$ cat src/rtl/ifetch_buffer_if.sv
// Fetch-stage bundle: PC register link, instruction-memory request/response,
// and the {pc, inst} valid/ready channel toward decode.
interface ifetch_buffer_if;
  logic [31:0] pc;
  logic [31:0] npc;
  logic        flush;
  logic        imem_req_valid;
  logic        imem_req_ready;
  logic [31:0] imem_req_addr;
  logic        imem_rsp_valid;
  logic [31:0] imem_rsp_data;
  logic        id_valid;
  logic        id_ready;
  logic [31:0] id_pc;
  logic [31:0] id_inst;

  modport master (
    input  pc, flush, imem_req_ready, imem_rsp_valid, imem_rsp_data, id_ready,
    output npc, imem_req_valid, imem_req_addr, id_valid, id_pc, id_inst
  );

  modport slave (
    output pc, flush, imem_req_ready, imem_rsp_valid, imem_rsp_data, id_ready,
    input  npc, imem_req_valid, imem_req_addr, id_valid, id_pc, id_inst
  );
endinterface

$ cat src/rtl/ifetch_buffer.sv
// Fetch issue with credit-limited outstanding requests, in-order response
// tagging, squash accounting on redirect, and a {pc, inst} FIFO to decode.
module ifetch_buffer #(
  parameter int DEPTH = 2
) (
  input logic             clk,
  input logic             rst_n,
  ifetch_buffer_if.master bus
);
  localparam int AW = $clog2(DEPTH);
  localparam int CW = AW + 1;
  localparam logic [CW:0] LP_DEPTH = DEPTH[CW:0];

  // state   | meaning
  // ST_BOOT | first cycle after reset; no request, npc steps the reset PC to 0
  // ST_RUN  | normal fetch issue, response buffering and flush handling
  typedef enum logic {ST_BOOT = 1'b0, ST_RUN = 1'b1} state_t;

  state_t        r_state;
  logic [CW-1:0] r_outstanding;
  logic [CW-1:0] r_drop_cnt;
  logic [CW-1:0] r_count;
  logic [AW-1:0] r_wr_ptr;
  logic [AW-1:0] r_rd_ptr;
  logic [AW-1:0] r_tag_wr_ptr;
  logic [AW-1:0] r_tag_rd_ptr;
  logic [31:0]   r_tag       [DEPTH];
  logic [31:0]   r_fifo_pc   [DEPTH];
  logic [31:0]   r_fifo_inst [DEPTH];

  logic          w_run;
  logic [CW:0]   w_used;
  logic          w_req_valid;
  logic          w_fire;
  logic          w_rsp;
  logic          w_rsp_drop;
  logic          w_rsp_push;
  logic          w_pop;
  logic [CW-1:0] w_rsp_dec;

  assign w_run       = (r_state == ST_RUN);
  assign w_used      = {1'b0, r_outstanding} + {1'b0, r_count};
  assign w_req_valid = w_run && !bus.flush && (w_used < LP_DEPTH);
  assign w_fire      = w_req_valid && bus.imem_req_ready;
  // A response with nothing outstanding is a protocol error and is ignored.
  assign w_rsp       = bus.imem_rsp_valid && (r_outstanding != '0);
  assign w_rsp_drop  = w_rsp && (r_drop_cnt != '0);
  assign w_rsp_push  = w_rsp && (r_drop_cnt == '0);
  assign w_pop       = (r_count != '0) && bus.id_ready;
  assign w_rsp_dec   = CW'(w_rsp);

  assign bus.imem_req_valid = w_req_valid;
  assign bus.imem_req_addr  = bus.pc;
  assign bus.npc            = (!w_run || w_fire) ? bus.pc + 32'd4 : bus.pc;
  assign bus.id_valid       = (r_count != '0);
  assign bus.id_pc          = r_fifo_pc[r_rd_ptr];
  assign bus.id_inst        = r_fifo_inst[r_rd_ptr];

  always_ff @(posedge clk or negedge rst_n) begin
    if (!rst_n) begin
      r_state       <= ST_BOOT;
      r_outstanding <= '0;
      r_drop_cnt    <= '0;
      r_count       <= '0;
      r_wr_ptr      <= '0;
      r_rd_ptr      <= '0;
      r_tag_wr_ptr  <= '0;
      r_tag_rd_ptr  <= '0;
    end else if (r_state == ST_BOOT) begin
      r_state <= ST_RUN;
    end else if (bus.flush) begin
      // Everything still owed by memory becomes a squashed response.
      r_drop_cnt    <= r_outstanding - w_rsp_dec;
      r_outstanding <= r_outstanding - w_rsp_dec;
      r_count       <= '0;
      r_wr_ptr      <= '0;
      r_rd_ptr      <= '0;
      r_tag_wr_ptr  <= '0;
      r_tag_rd_ptr  <= '0;
    end else begin
      r_outstanding <= r_outstanding + CW'(w_fire) - w_rsp_dec;
      r_count       <= r_count + CW'(w_rsp_push) - CW'(w_pop);
      if (w_rsp_drop) r_drop_cnt <= r_drop_cnt - CW'(1);
      if (w_fire) r_tag_wr_ptr <= r_tag_wr_ptr + AW'(1);
      if (w_rsp_push) begin
        r_tag_rd_ptr <= r_tag_rd_ptr + AW'(1);
        r_wr_ptr     <= r_wr_ptr + AW'(1);
      end
      if (w_pop) r_rd_ptr <= r_rd_ptr + AW'(1);
    end
  end

  always_ff @(posedge clk) begin
    if (w_run && !bus.flush) begin
      if (w_fire) r_tag[r_tag_wr_ptr] <= bus.pc;
      if (w_rsp_push) begin
        r_fifo_pc[r_wr_ptr]   <= r_tag[r_tag_rd_ptr];
        r_fifo_inst[r_wr_ptr] <= bus.imem_rsp_data;
      end
    end
  end
endmodule

$ cat src/flat_wrapper.sv
// flat-port wrapper written by rule: the top's interface ports become plain ports
module ifetch_buffer_flat 
#(
  parameter int DEPTH = 2
)
  (clk, rst_n, bus_pc, bus_flush, bus_imem_req_ready, bus_imem_rsp_valid, bus_imem_rsp_data, bus_id_ready, bus_npc, bus_imem_req_valid, bus_imem_req_addr, bus_id_valid, bus_id_pc, bus_id_inst);
  ifetch_buffer_if bus_i ();
  input logic clk;
  input logic rst_n;
  input wire logic [$bits(bus_i.pc)-1:0] bus_pc;
  input wire logic [$bits(bus_i.flush)-1:0] bus_flush;
  input wire logic [$bits(bus_i.imem_req_ready)-1:0] bus_imem_req_ready;
  input wire logic [$bits(bus_i.imem_rsp_valid)-1:0] bus_imem_rsp_valid;
  input wire logic [$bits(bus_i.imem_rsp_data)-1:0] bus_imem_rsp_data;
  input wire logic [$bits(bus_i.id_ready)-1:0] bus_id_ready;
  output wire logic [$bits(bus_i.npc)-1:0] bus_npc;
  output wire logic [$bits(bus_i.imem_req_valid)-1:0] bus_imem_req_valid;
  output wire logic [$bits(bus_i.imem_req_addr)-1:0] bus_imem_req_addr;
  output wire logic [$bits(bus_i.id_valid)-1:0] bus_id_valid;
  output wire logic [$bits(bus_i.id_pc)-1:0] bus_id_pc;
  output wire logic [$bits(bus_i.id_inst)-1:0] bus_id_inst;
  assign bus_i.pc = bus_pc;
  assign bus_i.flush = bus_flush;
  assign bus_i.imem_req_ready = bus_imem_req_ready;
  assign bus_i.imem_rsp_valid = bus_imem_rsp_valid;
  assign bus_i.imem_rsp_data = bus_imem_rsp_data;
  assign bus_i.id_ready = bus_id_ready;
  assign bus_npc = bus_i.npc;
  assign bus_imem_req_valid = bus_i.imem_req_valid;
  assign bus_imem_req_addr = bus_i.imem_req_addr;
  assign bus_id_valid = bus_i.id_valid;
  assign bus_id_pc = bus_i.id_pc;
  assign bus_id_inst = bus_i.id_inst;
  ifetch_buffer #(.DEPTH(DEPTH)) u_core (.clk(clk), .rst_n(rst_n), .bus(bus_i));
endmodule
$ cat config.mk
export PLATFORM = sky130hd
export DESIGN_NAME = ifetch_buffer_flat
export DESIGN_NICKNAME = d
export VERILOG_FILES = /design/src/rtl/ifetch_buffer_if.sv /design/src/rtl/ifetch_buffer.sv /design/src/flat_wrapper.sv
export SDC_FILE = /design/constraint.sdc
export NUM_CORES = 1
export LEC_CHECK = 0
export ABC_CLOCK_PERIOD_IN_PS = 7300
export CAP_MARGIN = 20
export CORE_ASPECT_RATIO = 1.25
export CORE_MARGIN = 10
export CORE_UTILIZATION = 68
export CTS_BUF_LIST = sky130_fd_sc_hd__clkbuf_4 sky130_fd_sc_hd__clkbuf_8 sky130_fd_sc_hd__clkbuf_16
export DETAILED_ROUTE_END_ITERATION = 7
export DONT_BUFFER_PORTS = 1
export GPL_TIMING_DRIVEN = 0
export PLACE_DENSITY = 0.87
export SLEW_MARGIN = 5
export SYNTH_ARGS = -nofsm -noshare
export SYNTH_HDL_FRONTEND = slang
export SYNTH_SLANG_ARGS = --single-unit
$ cat constraint.sdc
create_clock -name clk -period 7.3 [get_ports clk]
set_input_delay 1.46 -clock clk [delete_from_list [all_inputs] [get_ports clk]]
set_output_delay 1.46 -clock clk [all_outputs]
set_load 0.05 [all_outputs]
-- Yosys cells after proc, flatten, opt, wreduce, memory -nomap -nowiden
Memory sizes are Yosys's and may differ from the RTL's.
Cells that the tools add are included.
- register bits: 11
- bits in latches: 0
- memory bits (writable): 192
- ROM bits: 0
- input bits: 70
- output and inout port bits: 130
- memories: 3
- $add $sub $neg: 12
- multiply operators: 0
- div/mod/pow operators: 0
- order comparisons: 1
- eq/ne operators: 0
- shift-type cells: 0
- multiplexer cells: 19
- bitwise gates (word level): 0
- reductions and logical operators: 22
- memories (name ; depth ; bits a word ; read ports ; clocked after Yosys merged registers in ; wr ports ; line ; source):
    u_core.r_fifo_inst ; 2 ; 32 ; 1 ; 0 ; 1 ; ifetch_buffer.sv:29 ; logic [31:0] r_fifo_inst [DEPTH];
    u_core.r_fifo_pc ; 2 ; 32 ; 1 ; 0 ; 1 ; ifetch_buffer.sv:28 ; logic [31:0] r_fifo_pc [DEPTH];
    u_core.r_tag ; 2 ; 32 ; 1 ; 0 ; 1 ; ifetch_buffer.sv:27 ; logic [31:0] r_tag [DEPTH];
- operators by type and width (operator ; number):
    $add 32x3->32 const B ; 1
    $mux 32 ; 1
    $mux 1 ; 14
    $reduce_bool 2->1 ; 7
    $mux 2 ; 4
    $reduce_and 2->1 ; 4
    $logic_and 1x1->1 ; 7
    $sub 2x1->2 ; 3
    $add 1x1->1 const B ; 4
    $add 2x1->2 ; 2
    $add 2x2->3 ; 1
    $lt 3x2->1 const B ; 1
    $logic_not 1->1 ; 2
    $logic_not 2->1 ; 1
    $sub 2x1->2 const B ; 1
    $logic_or 1x1->1 ; 1

-- Longest topological paths before layout
Gate-level depths: netlist of the first run.
- depth in word-level cells: 7
- gate-level depth with buffers: 10
- gate-level depth less buffers: 10

-- Least setup slack after synthesis of the first run
Ideal clock, no wire load.
- path kind: input-to-reg
- from: input bus_flush
- to: memory u_core.r_tag[0][0], enable pin
- library setup time: 0.427 ns
- arrival time: 4.701 ns
- required time: 6.873 ns
- slack: 2.172 ns
- stages on the path: 4
- path buffers: 0
- cell sequence: nor2b_1 > nor3b_1 > and2_1 > nor2b_1
- word-level cells in the longest chain between the ends: 7
- ends and longest elaborated chain (element ; line ; source):
    start: declaration ; flat_wrapper.sv:11 ; input wire logic [$bits(bus_i.flush)-1:0] bus_flush;
    $logic_not 1->1 ; ifetch_buffer.sv:43 ; assign w_req_valid = w_run && !bus.flush && (w_used < LP_DEPTH);
    $logic_and 1x1->1 (2 in series) ; ifetch_buffer.sv:43 ;
    named net bus_imem_req_valid ; flat_wrapper.sv:17 ; output wire logic [$bits(bus_i.imem_req_valid)-1:0] bus_imem_req_valid;
    $logic_and 1x1->1 ; ifetch_buffer.sv:44 ; assign w_fire = w_req_valid && bus.imem_req_ready;
    $mux 1 ; ifetch_buffer.sv:95 ; if (w_fire) r_tag[r_tag_wr_ptr] <= bus.pc;
    $mux 1 ; ifetch_buffer.sv:94 ; if (w_run && !bus.flush) begin
    $mux 1 (implied by the code) ; ifetch_buffer.sv:95 ;
    end: declaration ; ifetch_buffer.sv:27 ;
The timed path passes the listed nets, and every way through them passes these cells.

-- Worst setup path in the final report of the first run
- from: register u_core.r_outstanding[0]
- to: output bus_npc[18]
- word-level cells in the longest chain between the ends: 6
- ends and longest elaborated chain (element ; line ; source):
    start: declaration ; ifetch_buffer.sv:20 ; logic [CW-1:0] r_outstanding;
    start signal: assignment ; ifetch_buffer.sv:74 ; r_outstanding <= r_outstanding - w_rsp_dec;
    start signal: assignment ; ifetch_buffer.sv:81 ; r_outstanding <= r_outstanding + CW'(w_fire) - w_rsp_dec;
    $add 2x2->3 ; ifetch_buffer.sv:42 ; assign w_used = {1'b0, r_outstanding} + {1'b0, r_count};
    $lt 3x2->1 ; ifetch_buffer.sv:43 ;
    $logic_and 1x1->1 ; ifetch_buffer.sv:43 ;
    $logic_and 1x1->1 ; ifetch_buffer.sv:44 ;
    $logic_or 1x1->1 ; ifetch_buffer.sv:54 ; assign bus.npc = (!w_run || w_fire) ? bus.pc + 32'd4 : bus.pc;
    $mux 32 ; ifetch_buffer.sv:54 ;
    end: declaration ; flat_wrapper.sv:16 ; output wire logic [$bits(bus_i.npc)-1:0] bus_npc;
No other way between the ends.

==> impl_metrics.env, run 1 <==
export IMPL_drive_above_1_share=0.330
export IMPL_ctsLongestPathBuffers=3
export IMPL_hold_viol=0
export IMPL_drt_first_pass_iters=5
export IMPL_grt_met2_usage=0.327
export IMPL_crit_path_start="u_core.r_outstanding[0]$_DFFE_PN0P_"
export IMPL_synth_warnings=0
export IMPL_drtAntennaViolNets=0
export IMPL_initial_core_util=0.694
export IMPL_critPathMaxFanout=5
export IMPL_drc_errors=0
export IMPL_post_cts_setup_buffers=0
export IMPL_place_area_um2=8800
export IMPL_status="finished clean"
export IMPL_rows=45
export IMPL_ys_types=37
export IMPL_reg2reg_slack_ns=4.15
export IMPL_crit_type="flop to output pin"
export IMPL_antenna_found_initial=0
export IMPL_gp_congestion=0.795
export IMPL_finalCritPeriodShare=0.737
export IMPL_grt_pass1_vias=4445
export IMPL_holdBufCountCts=0
export IMPL_syn_inst=501
export IMPL_grt_overflow_total=0
export IMPL_antenna_cells=0
export IMPL_wire_per_inst_um=23.4
export IMPL_reg2reg_to="u_core.r_tag[1][5]$_DFFE_PP_"
export IMPL_htree_levels=1
export IMPL_drv_cap=0
export IMPL_clk_pin_slew_ns=0.06
export IMPL_drv_slew=0
export IMPL_met3_usage=0.0663
export IMPL_required_ns=5.84
export IMPL_syn_area_um2=8440
export IMPL_cp_start_kind="flop"
export IMPL_fill_cells=690
export IMPL_cp_end_kind="output pin"
export IMPL_synthToLayoutAreaGrowth_pct=11.8
export IMPL_grt_max_degree=33
export IMPL_final_area_um2=9440
export IMPL_vdd_ir_drop_max_mv=0.317
export IMPL_num_nets_final=605
export IMPL_worst_pin_slew_ns=1.15
export IMPL_period_needed_ns=5.38
export IMPL_cts_root_buf="clkbuf_16"
export IMPL_avgSynthCellArea_um2=16.9
export IMPL_reg2reg_from="u_core.r_outstanding[0]$_DFFE_PN0P_"
export IMPL_io_buffers=0
export IMPL_grt_util_met1=0.208
export IMPL_slew_headroom=0.226
export IMPL_die_w_um=120
export IMPL_tns_ns=0
export IMPL_die_area_um2=17300
export IMPL_insertion_delay_ns=0.47
export IMPL_rsz0062_at_grt="false"
export IMPL_setup_viol=0
export IMPL_vias=4168
export IMPL_die_height_um=145
export IMPL_cts_resized_gates=0
export IMPL_cellLeakagePower_nw=3.19
export IMPL_p_per_area_nw_per_um2=348
export IMPL_synth_seq_cells=203
export IMPL_syn_nets=578
export IMPL_clkSinkCount=203
export IMPL_hold_class="flop to flop"
export IMPL_viasPerCell=5.92
export IMPL_grt_pass1_wl_mm=25.1
export IMPL_io_pins=200
export IMPL_hpwl_mm=11.9
export IMPL_ys_seq_area_frac=0.715
export IMPL_core_um2=12200
export IMPL_busiest_layer="met2"
export IMPL_arrival_ns=3.92
export IMPL_cts_buffers=19
export IMPL_drt_wl_total_mm=16.5
export IMPL_grt_use_total=0.187
export IMPL_drt_iter0_drc=182
export IMPL_worstRegToRegCells=5
export IMPL_tritoncts="done"
export IMPL_finClkSkew_ns=0.0110
export IMPL_setup_worst_path_end="bus_npc[18]"
export IMPL_fmax_ghz=0.186
[area by class of cell]
| class | count | area, um2 | share of cell area |
|---|---|---|---|
| Tap cell | 164 | 205 | 0.0217 |
| Sequential cell | 203 | 6040 | 0.640 |
| Timing Repair Buffer | 6 | 130 | 0.0138 |
| Buffer | 50 | 317 | 0.0335 |
| Clock inverter | 9 | 121 | 0.0129 |
| Clock buffer | 24 | 513 | 0.0543 |
| Inverter | 10 | 37.5 | 0.00398 |
| Multi-Input combinational cell | 238 | 2080 | 0.220 |
[synthesized netlist by cell type]
cell,instances,area [um2]
or4b_4,1,13.8
nand2_1,21,78.8
o22ai_1,2,12.5
o21a_1,1,7.51
or2_2,1,6.26
buf_4,34,255
nor2b_1,4,25.0
a2111oi_4,1,27.5
fa_1,1,20.0
nor3b_1,2,15.0
xnor2_1,22,193
nand3_1,10,50.1
xor2_1,11,96.3
dfrtp_1,11,275
edfxtp_1,192,5770
nor2_1,11,41.3
nand4_1,6,37.5
a21o_1,2,15.0
o21ai_0,11,55.1
inv_1,10,37.5
or3_1,1,6.26
clkbuf_1,14,52.6
o211ai_1,1,7.51
nor3_2,1,10.0
and2_1,6,37.5
ha_1,6,75.1
nor3_1,1,5.00
buf_2,1,5.00
conb_1,1,3.75
buf_1,1,3.75
a21oi_1,3,15.0
nor3b_2,1,12.5
mux2_2,97,1090
and4_1,2,17.5
and3_1,9,56.3
a21oi_2,1,8.76
nand2b_1,1,6.26
[cells by family (layout without fill, tap and decap cells)]
logic type                 after synthesis  count (layout)  synth area share
adders and majority gates                7               7            0.0113
other                                    1               1          0.000444
DFF                                    203             203             0.715
buffers and inverters                   60              99            0.0419
xor gates and xnor gates                33              33            0.0342
and+or+nand+nor                         78              78            0.0496
AOI/OAI and AO/OA                       22              22            0.0176
muxes                                   97              97             0.129
[power breakdown]
| group | leakage (nW) | switching, mW | total [mW] | internal [mW] |
|---|---|---|---|---|
| combinational | 1.00 | 0.628 | 0.869 | 0.241 |
| sequential | 1.87 | 0.0373 | 1.42 | 1.39 |
| clock | 0.316 | 0.385 | 0.990 | 0.605 |
[registers in the layout (all words and copies together) (netlist names)]
| name | count |
|---|---|
| u_core.r_tag | 64 |
| u_core.r_tag_wr_ptr | 1 |
| u_core.r_rd_ptr | 1 |
| u_core.r_tag_rd_ptr | 1 |
| u_core.r_fifo_inst | 64 |
| u_core.r_wr_ptr | 1 |
| u_core.r_outstanding | 2 |
| u_core.r_state | 1 |
| u_core.r_count | 2 |
| u_core.r_drop_cnt | 2 |
| u_core.r_fifo_pc | 64 |
[worst min path at each step]
stage | startpoint | to | slack, ns | depth (start not counted)
global placement | u_core.r_drop_cnt[0]$_DFFE_PN0P_ | u_core.r_drop_cnt[0]$_DFFE_PN0P_ | 0.47 | 2
detailed placement | u_core.r_drop_cnt[0]$_DFFE_PN0P_ | u_core.r_drop_cnt[0]$_DFFE_PN0P_ | 0.47 | 2
CTS | u_core.r_drop_cnt[0]$_DFFE_PN0P_ | u_core.r_drop_cnt[0]$_DFFE_PN0P_ | 0.49 | 2
floorplan | u_core.r_drop_cnt[0]$_DFFE_PN0P_ | u_core.r_drop_cnt[0]$_DFFE_PN0P_ | 0.45 | 2
finish | u_core.r_drop_cnt[0]$_DFFE_PN0P_ | u_core.r_drop_cnt[0]$_DFFE_PN0P_ | 0.49 | 2
global route | u_core.r_drop_cnt[0]$_DFFE_PN0P_ | u_core.r_drop_cnt[0]$_DFFE_PN0P_ | 0.51 | 2
[worst max-delay path, cell delays in order, from the launching register on]
cell and delay [ns]:
dfrtp_1 0.35, inv_1 0.07, nor2_1 0.14, fa_1 0.47, or4b_4 0.59, a2111oi_4 0.43, and2_1 0.17, buf_2 0.18
nand3_1 0.12, xnor2_1 0.91
[per-layer routing]
metal / routed length [um] / up-vias / share of wire
li1: - / 1892 / -
met1: 5890 / 2053 / 0.36
met2: 8640 / 191 / 0.52
met3: 1570 / 32 / 0.095
met4: 382 / 0 / 0.023
met5: 0 / - / 0
[metrics by stage]
step                      std cells  power [mW]  hold slack [ns]  setup WS (ns)   util
after floorplan                 501        2.18            0.450           2.17      -
after global routing            704        3.41            0.512           1.79  0.776
after CTS                       703        3.31            0.485           1.89  0.776
final                           704        3.28            0.494           1.92  0.776
after detailed placement        670        2.31            0.472           1.98  0.724
after global placement          665        2.27            0.468          0.864  0.711
[placed cells by master, fill, tap and decap left out, types with 4 or more instances in the layout]
cell type	Yosys	routed
inv_1	10	10
xnor2_1	22	22
dfrtp_1	11	11
clkbuf_4	0	5
mux2_2	97	97
xor2_1	11	11
edfxtp_1	192	192
and3_1	9	8
buf_4	34	35
clkbuf_1	14	14
nand2_1	21	21
nand4_1	6	6
nand3_1	10	10
ha_1	6	6
and2_1	6	6
o21ai_0	11	11
clkinv_1	0	4
nor2_1	11	9
clkbuf_16	0	19
Power figures use the tool's default switching activity.
==> run 2, diff against run 1 <==
- ABC_CLOCK_PERIOD_IN_PS: 7300 -> 4600
- CORE_UTILIZATION: 68 -> 57
- PLACE_DENSITY: 0.87 -> 0.78
- clock period: 7.3 -> 4.6 ns (I/O delays scaled with it)
==> impl_metrics.env, run 2 (synthesis results as in run 1) <==
export IMPL_pwr_share_seq=0.441
export IMPL_largestRegisters="u_core.r_fifo_inst: 64 flops, u_core.r_fifo_pc: 64 flops, u_core.r_tag: 64 flops"
export IMPL_antenna_cells=0
export IMPL_io_pins=200
export IMPL_die_area_um2=20100
export IMPL_synthToLayoutAreaGrowth_pct=15.3
export IMPL_cts_root_buf="clkbuf_16"
export IMPL_gp_congestion=0.771
export IMPL_vias=4108
export IMPL_grt_max_degree=33
export IMPL_clkSinkCount=203
export IMPL_rsz0062_at_grt="true"
export IMPL_initial_core_util=0.584
export IMPL_multiInputGateArea_um2=2400
export IMPL_cts_buffers=20
export IMPL_drt_wl_total_mm=17.1
export IMPL_seq_area_um2=6040
export IMPL_period_needed_ns=4.51
export IMPL_fmax_ghz=0.222
export IMPL_total_power_mw=5.12
export IMPL_holdBufCountCts=0
export IMPL_slew_headroom=0.236
export IMPL_drv_slew=0
export IMPL_grt_use_total=0.161
export IMPL_hold_viol=0
export IMPL_hold_slack_ns=0.133
export IMPL_grt_pass1_vias=4410
export IMPL_finalCritPeriodShare=0.981
export IMPL_hpwl_mm=12.1
export IMPL_arrival_ns=3.59
export IMPL_antenna_found_initial=0
export IMPL_p_int_mw=3.44
export IMPL_grt_pass1_wl_mm=25.2
export IMPL_setup_viol=0
export IMPL_crit_type="flop to output pin"
export IMPL_fin_ws_ns=0.0883
export IMPL_drtAntennaViolNets=0
export IMPL_grt_overflow_total=0
export IMPL_clkPwrFrac=0.287
export IMPL_drt_iter0_drc=238
export IMPL_cp_start_kind="flop"
export IMPL_cellLeakagePower_nw=3.31
export IMPL_io_buffers=0
export IMPL_finClkSkew_ns=0.00915
export IMPL_cp_end_kind="output pin"
export IMPL_critPathMaxFanout=4
export IMPL_p_switching_mw=1.67
export IMPL_rows=49
export IMPL_wire_per_inst_um=23.8
export IMPL_clk_pin_slew_ns=0.06
export IMPL_p_comb_frac=0.272
export IMPL_tritoncts="done"
export IMPL_p_per_area_nw_per_um2=525
export IMPL_drc_errors=0
export IMPL_layout_commonest_cell="edfxtp_1"
export IMPL_drive_above_1_share=0.367
export IMPL_viasPerCell=5.72
export IMPL_core_um2=14500
export IMPL_vdd_ir_drop_max_mv=0.275
export IMPL_mostFrequentLayoutCells="192 x edfxtp_1, 97 x mux2_2, 35 x buf_4, 21 x nand2_1, 21 x clkbuf_16"
export IMPL_worst_pin_slew_ns=1.14
export IMPL_sw_frac_of_total=0.327
export IMPL_num_nets_final=606
export IMPL_status="finished clean"
export IMPL_final_core_util=0.673
export IMPL_post_cts_setup_buffers=0
export IMPL_die_w_um=129
export IMPL_ctsLongestPathBuffers=3
export IMPL_drv_cap=0
export IMPL_die_height_um=156
export IMPL_insertion_delay_ns=0.48
export IMPL_fill_cells=981
export IMPL_required_ns=3.68
export IMPL_tns_ns=0
export IMPL_place_ws_ns=0.177
export IMPL_hold_class="input pin to async pin"
export IMPL_htree_levels=1
export IMPL_drt_first_pass_iters=6
-- run 2: cell count changes in the layout (fill, tap and decap cells not counted), sizes merged --
cell	previous run	this run
clkinvlp	0	1
bufinv	3	0
clkinv	5	7
inv	11	10
clkbuf	38	39
-- run 2: repair_timing --
item,in CTS,in global routing
endpoints found under the hold margin,0,0
pin swaps,0,1
gates resized for setup,22,14
setup endpoints to repair,19,15
-- run 2: cell type report --
cell class                 count  share of cell area
tap                          178              0.0229
clock buffer                  25              0.0570
inverter                      10             0.00385
clock inverter                 8             0.00385
timing repair buffer           6              0.0134
buffer                        50              0.0325
multi-input combinational    238               0.246
sequential                   203               0.620
-- run 2: path summary, 6_finish.rpt --
path	start	endpoint	slack, ns	cells past startpoint
worst max-delay path	u_core.r_outstanding[0]$_DFFE_PN0P_	bus_npc[26]	0.09	8
worst min-delay path	rst_n	u_core.r_outstanding[1]$_DFFE_PN0P_	0.13	0
worst max register to register	u_core.r_outstanding[0]$_DFFE_PN0P_	u_core.r_tag[0][4]$_DFFE_PP_	1.37	7
worst min register to register	u_core.r_drop_cnt[0]$_DFFE_PN0P_	u_core.r_drop_cnt[0]$_DFFE_PN0P_	0.48	2
max in group asynchronous	rst_n	u_core.r_drop_cnt[1]$_DFFE_PN0P_	4.40	0
min in group clk	u_core.r_drop_cnt[0]$_DFFE_PN0P_	u_core.r_drop_cnt[0]$_DFFE_PN0P_	0.48	2
-- run 2: metal layers --
metal,track usage,share of wire,up-vias
li1,-,-,1885
met1,0.177,0.36,2045
met2,0.284,0.53,156
met3,0.0537,0.086,22
met4,0.0575,0.021,0
met5,0,0,-
-- run 2: per-stage QoR --
step / std cells / area, um2
floorplan: 501 / 8440
global placement: 679 / 8670
detailed placement: 685 / 8820
CTS: 718 / 9590
global route: 718 / 9740
finish: 718 / 9740
-- run 2: worst max-delay path, stage by stage (launching register included) --
cell and delay, ns:
dfrtp_1 0.37, inv_1 0.08, nor2_1 0.14, fa_1 0.48, or4b_4 0.59, a21o_1 0.26
nor3_2 0.50, nand3_1 0.27, xnor2_4 0.41
-- run 2: power groups by stage --
stage	clock [mW]	sequential, mW	combinational, mW
after floorplan	0	2.28	1.17
after global placement	0	2.29	1.32
after detailed placement	0	2.29	1.39
after CTS	1.49	2.26	1.41
after global routing	1.58	2.27	1.47
final	1.47	2.26	1.39
==> run 3, diff against run 2 <==
==> constraint.sdc (replaced) <==
create_clock -name clk -period 4.6 [get_ports clk]
set_input_delay 0.23 -clock clk [delete_from_list [all_inputs] [get_ports clk]]
set_output_delay 0.23 -clock clk [all_outputs]
set_load 0.05 [all_outputs]
==> impl_metrics.env, run 3 (synthesis results as in run 1) <==
export IMPL_vdd_ir_drop_max_mv=0.277
export IMPL_die_area_um2=20100
export IMPL_core_um2=14500
export IMPL_viasPerCell=5.62
export IMPL_fin_ws_ns=0.387
export IMPL_antenna_cells=0
export IMPL_synthToLayoutAreaGrowth_pct=19.4
export IMPL_io_buffers=0
export IMPL_largestRegisters="u_core.r_fifo_inst: 64 flops, u_core.r_fifo_pc: 64 flops, u_core.r_tag: 64 flops"
export IMPL_layout_commonest_cell="edfxtp_1"
export IMPL_whs_path_depth=3
export IMPL_drt_first_pass_iters=4
export IMPL_finalCritPeriodShare=0.916
export IMPL_post_cts_setup_buffers=0
export IMPL_grt_pass1_vias=4769
export IMPL_critPathMaxFanout=5
export IMPL_ctsLongestPathBuffers=3
export IMPL_vias=4405
export IMPL_p_per_area_nw_per_um2=512
export IMPL_cp_end_kind="output pin"
export IMPL_drt_iter0_drc=263
export IMPL_grt_overflow_total=0
export IMPL_hold_class="input pin to flop"
export IMPL_required_ns=4.37
export IMPL_arrival_ns=3.98
export IMPL_gp_congestion=0.771
export IMPL_die_height_um=156
export IMPL_worstRegToRegCells=7
export IMPL_status="finished clean"
export IMPL_crit_type="flop to output pin"
export IMPL_clk_pin_slew_ns=0.06
export IMPL_rows=49
export IMPL_mostFrequentLayoutCells="192 x edfxtp_1, 97 x mux2_2, 66 x dlygate4sd3_1, 35 x buf_4, 22 x xnor2_1"
export IMPL_cellLeakagePower_nw=3.44
export IMPL_die_w_um=129
export IMPL_instances_no_fill=784
export IMPL_worst_pin_slew_ns=1.17
export IMPL_slew_headroom=0.212
export IMPL_place_ws_ns=0.867
export IMPL_antenna_found_initial=0
export IMPL_drc_errors=0
export IMPL_initial_core_util=0.584
export IMPL_cp_start_kind="flop"
export IMPL_wire_per_inst_um=22.6
export IMPL_clkSinkCount=203
export IMPL_cts_buffers=20
export IMPL_tritoncts="done"
export IMPL_fill_cells=947
export IMPL_num_nets_final=672
export IMPL_grt_use_total=0.172
export IMPL_drive_above_1_share=0.294
export IMPL_hold_viol=0
export IMPL_hold_slack_ns=0.0831
export IMPL_drv_slew=0
export IMPL_drv_cap=0
export IMPL_place_inst=685
export IMPL_io_pins=200
export IMPL_htree_levels=1
export IMPL_rsz0062_at_grt="false"
export IMPL_grt_max_degree=33
export IMPL_drtAntennaViolNets=0
export IMPL_drt_wl_total_mm=17.7
export IMPL_grt_pass1_wl_mm=27.1
export IMPL_period_needed_ns=4.21
export IMPL_setup_viol=0
export IMPL_insertion_delay_ns=0.48
export IMPL_cts_root_buf="clkbuf_16"
export IMPL_fmax_ghz=0.237
export IMPL_finClkSkew_ns=0.0124
export IMPL_multiInputGateArea_um2=2080
export IMPL_hpwl_mm=12.1
export IMPL_seq_area_um2=6040
run 3: cell types whose count changed in the layout (fill, tap and decap cells not counted), sizes merged:
cell         delta
dlygate4sd3    +66
run 3: path summary, 6_finish.rpt:
check                                                    start                                  end  slack (ns)
max                        u_core.r_outstanding[0]$_DFFE_PN0P_                          bus_npc[27]        0.39
min                                                  bus_flush     u_core.r_drop_cnt[0]$_DFFE_PN0P_        0.08
max reg2reg                u_core.r_outstanding[0]$_DFFE_PN0P_        u_core.r_tag[0][12]$_DFFE_PP_        1.39
min reg2reg                   u_core.r_drop_cnt[0]$_DFFE_PN0P_     u_core.r_drop_cnt[0]$_DFFE_PN0P_        0.48
max in group asynchronous                                rst_n      u_core.r_tag_rd_ptr$_DFFE_PN0P_        4.05
min in group asynchronous                                rst_n  u_core.r_outstanding[0]$_DFFE_PN0P_        0.18
run 3: power breakdown:
group          leakage, nW  total [mW]  switching, mW  internal (mW)
clock                0.295        1.47          0.618          0.850
combinational         1.28        1.44           1.02          0.420
sequential            1.87        2.26         0.0577           2.20
total                 3.44        5.16           1.70           3.47
run 3: timing repair:
action / in CTS / in global routing
gates resized for setup: 0 / 0
hold buffers: 66 / 0
endpoints found under the hold margin: 141 / 0
run 3: final cells by class:
cell class	instances	share of cell area
inverters	10	0.00372
well taps	178	0.0221
flip-flops and latches	203	0.599
repair buffers	72	0.0785
clock buffers	25	0.0551
plain buffers	50	0.0314
clock inverters	8	0.00372
multi-input cells	238	0.206
run 3: through the flow:
stage | util | setup TNS, ns | power, mW | instance area, um2
2_1_floorplan | - | 0 | 3.45 | 8440
3_5_place_dp | 0.610 | 0 | 3.69 | 8820
5_1_grt | 0.697 | 0 | 5.37 | 10100
4_1_cts | 0.697 | 0 | 5.21 | 10100
3_3_place_gp | 0.599 | -149.54 | 3.62 | 8670
6_report | 0.697 | 0 | 5.16 | 10100
run 3: layer usage:
metal	share of wire	global-route usage	vias to the layer above
met4	0.030	0.0673	0
li1	-	-	2023
met2	0.53	0.306	184
met3	0.072	0.0469	34
met5	0	0	-
met1	0.37	0.192	2164
run 3: worst max-delay path: stages, from the launching register on:
cell	delay, ns
dfrtp_1	0.36
inv_1	0.08
nor2_1	0.14
fa_1	0.48
or4b_4	0.59
a21oi_2	0.33
nor3b_2	0.45
nand4_1	0.17
xnor2_1	0.91
